**src/rtl/if_id_stage.sv**
```systemverilog
// ---------------------------------------------------------------------------
// if_id_stage
//
// IF/ID pipeline register with load-use hazard detection and wrong-path
// squashing. It latches the fetched instruction and its PC+4, exposes the
// decode fields as wired slices, and drives the PC-hold and ID/EXE bubble
// controls.
//
// Parameters:
//   FLUSH_CYCLES  IF/ID slots squashed after a taken branch/jump (1..3)
//
// Ports:
//   clk, rst_n                 clock, async active-low reset
//   InstrIn, PCplus4In         fetched instruction and its PC+4
//   ID_EXE_MemRead/RtAddr      load currently in EXE and its destination
//   BranchTaken, JumpTaken     control-flow redirect this cycle
//   IF_ID_*                    latched instruction, PC+4, decode fields
//   IF_ID_Valid                latched instruction is on the correct path
//   PCWrite                    0 = hold the PC
//   Bubble                     1 = zero all ID/EXE control inputs
//   StallCount, FlushCount     only when HAZARD_STATS_EN is defined
//
// Build option: define HAZARD_STATS_EN to add the saturating stall/flush
// event counters.
// ---------------------------------------------------------------------------
module if_id_stage #(
  parameter int unsigned FLUSH_CYCLES = 1
) (
  input  logic        clk,
  input  logic        rst_n,
  input  logic [31:0] InstrIn,
  input  logic [31:0] PCplus4In,
  input  logic        ID_EXE_MemRead,
  input  logic [4:0]  ID_EXE_RtAddr,
  input  logic        BranchTaken,
  input  logic        JumpTaken,
  output logic [31:0] IF_ID_Instr,
  output logic [31:0] IF_ID_PCplus4,
  output logic [5:0]  IF_ID_Opcode,
  output logic [4:0]  IF_ID_RsAddr,
  output logic [4:0]  IF_ID_RtAddr,
  output logic [4:0]  IF_ID_Rd,
  output logic [4:0]  IF_ID_Shamt,
  output logic [5:0]  IF_ID_Func,
  output logic [15:0] IF_ID_Imm,
  output logic        IF_ID_Valid,
  output logic        PCWrite,
  output logic        Bubble
`ifdef HAZARD_STATS_EN
  ,
  output logic [31:0] StallCount,
  output logic [31:0] FlushCount
`endif
);

  typedef enum logic [1:0] {
    ST_RUN     = 2'd0,
    ST_LDSTALL = 2'd1,
    ST_FLUSH   = 2'd2
  } state_e;

  // The flushing edge itself squashes one slot; the FLUSH state covers the
  // remaining FLUSH_CYCLES-1 slots, so a single-cycle flush never enters it.
  localparam logic [1:0] CNT_LOAD = 2'(FLUSH_CYCLES - 1);

  localparam logic [5:0] OP_RTYPE = 6'd0;
  localparam logic [5:0] OP_BEQ   = 6'd4;
  localparam logic [5:0] OP_BNE   = 6'd5;
  localparam logic [5:0] OP_SW    = 6'd43;

  state_e      state_q, state_d;
  logic [1:0]  cnt_q, cnt_d;
  logic [31:0] instr_q, instr_d;
  logic [31:0] pcplus4_q, pcplus4_d;
  logic        valid_q, valid_d;

  logic flush;
  logic uses_rt;
  logic hazard;
  logic stall_run;

  // Decode fields are pure slices of the latched instruction.
  assign IF_ID_Instr   = instr_q;
  assign IF_ID_PCplus4 = pcplus4_q;
  assign IF_ID_Valid   = valid_q;
  assign IF_ID_Opcode  = instr_q[31:26];
  assign IF_ID_RsAddr  = instr_q[25:21];
  assign IF_ID_RtAddr  = instr_q[20:16];
  assign IF_ID_Rd      = instr_q[15:11];
  assign IF_ID_Shamt   = instr_q[10:6];
  assign IF_ID_Func    = instr_q[5:0];
  assign IF_ID_Imm     = instr_q[15:0];

  assign flush   = BranchTaken | JumpTaken;
  assign uses_rt = (IF_ID_Opcode == OP_RTYPE) || (IF_ID_Opcode == OP_BEQ) ||
                   (IF_ID_Opcode == OP_BNE)   || (IF_ID_Opcode == OP_SW);

  // $0 is never a real dependency, so a load into $0 cannot stall.
  assign hazard = valid_q && ID_EXE_MemRead && (ID_EXE_RtAddr != 5'd0) &&
                  ((ID_EXE_RtAddr == IF_ID_RsAddr) ||
                   (uses_rt && (ID_EXE_RtAddr == IF_ID_RtAddr)));

  assign stall_run = hazard && (state_q == ST_RUN);
  // A redirect discards the stalled instruction, so the PC must advance.
  assign PCWrite   = !(stall_run && !flush);
  assign Bubble    = stall_run || !valid_q;

  // Next-state logic.
  always_comb begin
    // NOTE: every always_comb output gets a default first so no path
    // leaves it unassigned and infers a latch.
    state_d = state_q;
    cnt_d   = cnt_q;
    unique case (state_q)
      ST_RUN: begin
        if (flush) begin
          state_d = (CNT_LOAD != 2'd0) ? ST_FLUSH : ST_RUN;
          cnt_d   = CNT_LOAD;
        end else if (hazard) begin
          state_d = ST_LDSTALL;
        end
      end
      ST_LDSTALL: begin
        if (flush) begin
          state_d = (CNT_LOAD != 2'd0) ? ST_FLUSH : ST_RUN;
          cnt_d   = CNT_LOAD;
        end else begin
          state_d = ST_RUN;
        end
      end
      ST_FLUSH: begin
        if (flush) begin
          state_d = (CNT_LOAD != 2'd0) ? ST_FLUSH : ST_RUN;
          cnt_d   = CNT_LOAD;
        end else begin
          cnt_d = cnt_q - 2'd1;
          if (cnt_q <= 2'd1) begin
            state_d = ST_RUN;
            cnt_d   = 2'd0;
          end
        end
      end
      default: begin
        state_d = ST_RUN;
        cnt_d   = 2'd0;
      end
    endcase
  end

  // Pipeline register next values, highest priority first.
  always_comb begin
    instr_d   = instr_q;
    pcplus4_d = pcplus4_q;
    valid_d   = valid_q;
    if (flush || (state_q == ST_FLUSH)) begin
      instr_d   = 32'd0;
      pcplus4_d = PCplus4In;
      valid_d   = 1'b0;
    end else if (!stall_run) begin
      instr_d   = InstrIn;
      pcplus4_d = PCplus4In;
      valid_d   = 1'b1;
    end
  end

  always_ff @(posedge clk or negedge rst_n) begin
    if (!rst_n) begin
      // NOTE: sequential state uses non-blocking assignments so every flop
      // samples pre-edge values regardless of statement order.
      state_q   <= ST_RUN;
      cnt_q     <= 2'd0;
      instr_q   <= 32'd0;
      pcplus4_q <= 32'd0;
      valid_q   <= 1'b0;
    end else begin
      state_q   <= state_d;
      cnt_q     <= cnt_d;
      instr_q   <= instr_d;
      pcplus4_q <= pcplus4_d;
      valid_q   <= valid_d;
    end
  end

`ifdef HAZARD_STATS_EN
  logic [31:0] stall_cnt_q, stall_cnt_d;
  logic [31:0] flush_cnt_q, flush_cnt_d;

  always_comb begin
    stall_cnt_d = stall_cnt_q;
    flush_cnt_d = flush_cnt_q;
    if (!PCWrite && (stall_cnt_q != 32'hFFFF_FFFF)) stall_cnt_d = stall_cnt_q + 32'd1;
    if (flush && (flush_cnt_q != 32'hFFFF_FFFF))    flush_cnt_d = flush_cnt_q + 32'd1;
  end

  always_ff @(posedge clk or negedge rst_n) begin
    if (!rst_n) begin
      stall_cnt_q <= 32'd0;
      flush_cnt_q <= 32'd0;
    end else begin
      stall_cnt_q <= stall_cnt_d;
      flush_cnt_q <= flush_cnt_d;
    end
  end

  assign StallCount = stall_cnt_q;
  assign FlushCount = flush_cnt_q;
`endif

endmodule

```
**config.mk**
```make
export PLATFORM = sky130hd
export DESIGN_NAME = if_id_stage
export DESIGN_NICKNAME = d
export VERILOG_FILES = /design/src/rtl/if_id_stage.sv
export SDC_FILE = /design/constraint.sdc
export NUM_CORES = 1
export LEC_CHECK = 0
export ABC_AREA = 1
export CAP_MARGIN = 20
export CORE_MARGIN = 4
export CORE_UTILIZATION = 37
export CTS_BUF_LIST = sky130_fd_sc_hd__clkbuf_8
export CTS_CLUSTER_SIZE = 12
export DETAILED_ROUTE_END_ITERATION = 10
export PLACE_DENSITY_LB_ADDON = 0.1
export SYNTH_ARGS = -nofsm -noshare
export SYNTH_HDL_FRONTEND = slang
export SYNTH_SLANG_ARGS = --single-unit
```
**constraint.sdc**
```tcl
create_clock -name clk -period 1.49 [get_ports clk]
set_clock_uncertainty 0.05 [all_clocks]
set_input_delay 0.298 -clock clk [delete_from_list [all_inputs] [get_ports clk]]
set_output_delay 0.298 -clock clk [all_outputs]
set_load 0.05 [all_outputs]
```
==> flow_summary.yaml <==
timing:
  timing.fmax_mhz: 505
  fin_ws_ns: -0.488
  worstMarginPinSlew_ns: 0.389
  slew_violations: 0
  rsz0062_at_grt: "true"
  finalCriticalPeriod_ns: 1.98
  setup_viol: 69
  hold_viol_final: 0
  slew_headroom_pct: 74.1
  finalCritPeriodShare_pct: 133
logic_synthesis:
  ys_seq_area_share_pct: 47.1
  ys_ff_latch: 66
  syn_inst: 400
  postSynthAreaPerCell_um2: 8.76
  synth_warnings: 0
  synth_top_cell_by_area: "dfrtp_1"
  ys_types: 18
  syn-num-nets: 474
  synth_top_area_share_pct: 47.1
  yosys-top-cells-area: "dfrtp_1 (47%), nand2_1 (13%), nand4_1 (12%)"
  syn-cell-area_um2: 3510
worst_hold_path:
  min_from: "PCplus4In[11]"
  hold_class: "input port to flop"
  holdPathEnd: "IF_ID_PCplus4[11]"
  hold_depth: 3
grt:
  grtUsageTotal_pct: 19.8
  grt_pass1_vias: 3301
  grt_start_max_net_pins: 67
  grt-ovfl-total: 0
  busiest_layer: "met2"
  grt_use_met3_pct: 5.08
  globalRouteMet1Util_pct: 23.7
  grt_pass1_wl_mm: 17.7
  use_met2_pct: 35.2
  antenna_found_initial: 0
outcome:
  outcome: "finished with violations"
  violations: "negative setup slack"
finish:
  fillers: 650
  nets: 642
  drive_above_1_share_pct: 37.5
  area.growth.synth_to_final_pct: 96.6
  antenna_cells: 0
  multi_input_area_um2: 1230
  final_cells: 702
  regArea_um2: 1670
clocking:
  clk_path_buf_depth: 2
  cts_buffers: 9
  cts_sinks: 66
  clk_latency_ns: 0.33
  tritoncts: "yes"
  clock-root-buffer: "clkbuf_8"
  path_clk_slew_ns: 0.07
  h-tree-depth: 3
place:
  gp_congestion: 0.781
  portBuffers: 188
  post-place-ws_ns: -0.654
  dp_cells: 675
  dp_hpwl_mm: 8.43
setup_path:
  critPathRequiredTime_ns: 1.14
  crit_chain: "nor2_2 -> nand2_1 -> nand2_1 -> nand3_2 -> o21ai_4 -> nand2_4 -> nand2_8 -> buf_12"
  crit_path_top_delay_cell: "dfrtp_2"
  max_stage_delay_ns: 0.42
  reg2reg_to: "IF_ID_PCplus4[13]"
  rrSetupSlack_ns: -0.34
  worstSetupPathType: "flop to output port"
  crit_top_cell: "nand2_1"
  arrival_ns: 1.63
  endpoint_kind: "output port"
  rr_worst_depth: 11
  cp_max_fo: 3
  cp-start-kind: "flop"
  crit_start: "IF_ID_Instr[29]"
  reg2reg_from: "IF_ID_Instr[29]"
detailed_routing:
  drt_iter0_drc: 136
  wl_per_cell_um: 16.5
  post_drt_via_cell_ratio: 4.84
  post-route-drc-count: 0
  vias: 3397
  dr.pass1.iters: 4
  ant_nets: 0
  wl_mm: 11.6
die:
  die_area_um2: 11100
  die_y_um: 105
  core_area_um2: 9240
  die_w_um: 105
  pin_count: 189
  floorplan.initialDensity_pct: 37.9
  rows: 35
pwr:
  switching_share_pct: 31.1
  pwr-share-comb_pct: 31.4
  cellLeakagePower_uw: 0.00325
  vdd_drop_max_mv: 0.482
  netSwitchingPower_uw: 1630
  power.share.clock_pct: 30.6
  p_per_area_nw_per_um2: 761
  p_seq_share_pct: 37.9
  internal-power_uw: 3620
job:
  drv_cap: 0
==> per-stage QoR <==
stage / cell area, um^2 / util (%) / total power, uW / hold slack [ns] / TNS [ns]
after CTS: 6690 / 72.4 / 5260 / 0.437 / -14.84
after global routing: 6890 / 74.6 / 5470 / 0.451 / -26.36
after detailed placement: 6390 / 69.2 / 3650 / 0.295 / -40.80
after global placement: 6390 / 69.2 / 3630 / 0.294 / -38.54
after floorplan: 3560 / - / 2760 / -0.0476 / -11.48
final: 6890 / 74.6 / 5250 / 0.452 / -18.88
==> critical path: cells and delay by family (launching register included) <==
| family | cells | cell delay [ns] |
|---|---|---|
| flip-flops | 1 | 0.42 |
| AO/OA/AOI/OAI | 1 | 0.23 |
| AND/OR/NAND/NOR | 6 | 0.52 |
| buffers and inverters | 1 | 0.13 |
==> placed cells by master (no fill, tap or decap) <==
cell type        count
xnor2_1              1
clkbuf_16            4
buf_8                3
xor2_1               3
inv_2                5
clkinv_2             2
nand2_2              1
nor2_1               6
buf_12             120
nand2_4              1
dfrtp_1             51
nand3_2             11
inv_1               15
nand4_1             66
nand2_8              1
dfrtp_2             15
dlygate4sd3_1        1
clkbuf_8             9
dlygate4sd2_1        5
bufinv_16            2
clkinv_4             1
nand2_1            119
buf_6                5
buf_2                1
buf_4               29
nor2_4               1
clkdlybuf4s50_1     67
nor2_2               3
nand3_1             24
o21ai_4              1
==> layout make-up <==
class | count | share of cell area [%]
Timing Repair Buffer | 235 | 51.5
Sequential cell | 66 | 24.2
Multi-Input combinational cell | 238 | 17.9
Tap cell | 129 | 2.34
Clock buffer | 9 | 1.80
Clock inverter | 7 | 1.25
Inverter | 18 | 0.980
==> repair_timing <==
item                                   CTS  global route
setup buffers                            2             3
hold buffers                             1             0
endpoints found under the hold margin   66             0
gates cloned                             0             5
gates resized for setup                 21            17
pin swaps                                8             9
setup endpoints to repair               67            67
==> power by group through the flow <==
stage / clock, uW / combinational (uW) / sequential [uW]
3_3_place_gp: 0 / 1610 / 2020
2_1_floorplan: 0 / 503 / 2260
4_1_cts: 1640 / 1630 / 1990
6_report: 1610 / 1650 / 1990
5_1_grt: 1750 / 1720 / 2000
3_5_place_dp: 0 / 1620 / 2020
==> Yosys cell counts <==
master and count:
xnor2_1 1, buf_1 1, nand4_1 66, buf_2 8, buf_4 53, nand2_1 122
buf_12 6, nor2_1 10, inv_2 4, clkbuf_4 6, clkbuf_8 1, dfrtp_1 66
buf_6 3, o21ai_2 1, inv_1 14, nand3_1 34, nand3_2 1, xor2_1 3
==> flip-flops by register name, indices dropped and copies added (netlist names) <==
signal,count
state_q,1
IF_ID_Valid,1
IF_ID_PCplus4,32
IF_ID_Instr,32
==> cell families after synthesis <==
family | synth area share [%]
simple gates | 31.0
flops | 47.1
compound gates | 0.250
xor+xnor | 0.999
buf+inv | 20.6
==> worst max path at each step <==
| stage | slack, ns | end | depth (start not counted) |
|---|---|---|---|
| after floorplan | -0.30 | Bubble | 9 |
| after global placement | -0.62 | IF_ID_PCplus4[0] | 11 |
| after detailed placement | -0.65 | IF_ID_Instr[20] | 11 |
| after CTS | -0.51 | PCWrite | 7 |
| after global routing | -0.60 | PCWrite | 7 |
| final | -0.49 | Bubble | 8 |
==> per-layer routing <==
metal  vias to the layer above  wire length [um]
met5                         -                 0
met4                         0               112
met3                         7               761
met2                       136              6140
met1                      1627              4580
li1                       1627                 -
(Power assumes the default switching activity.)
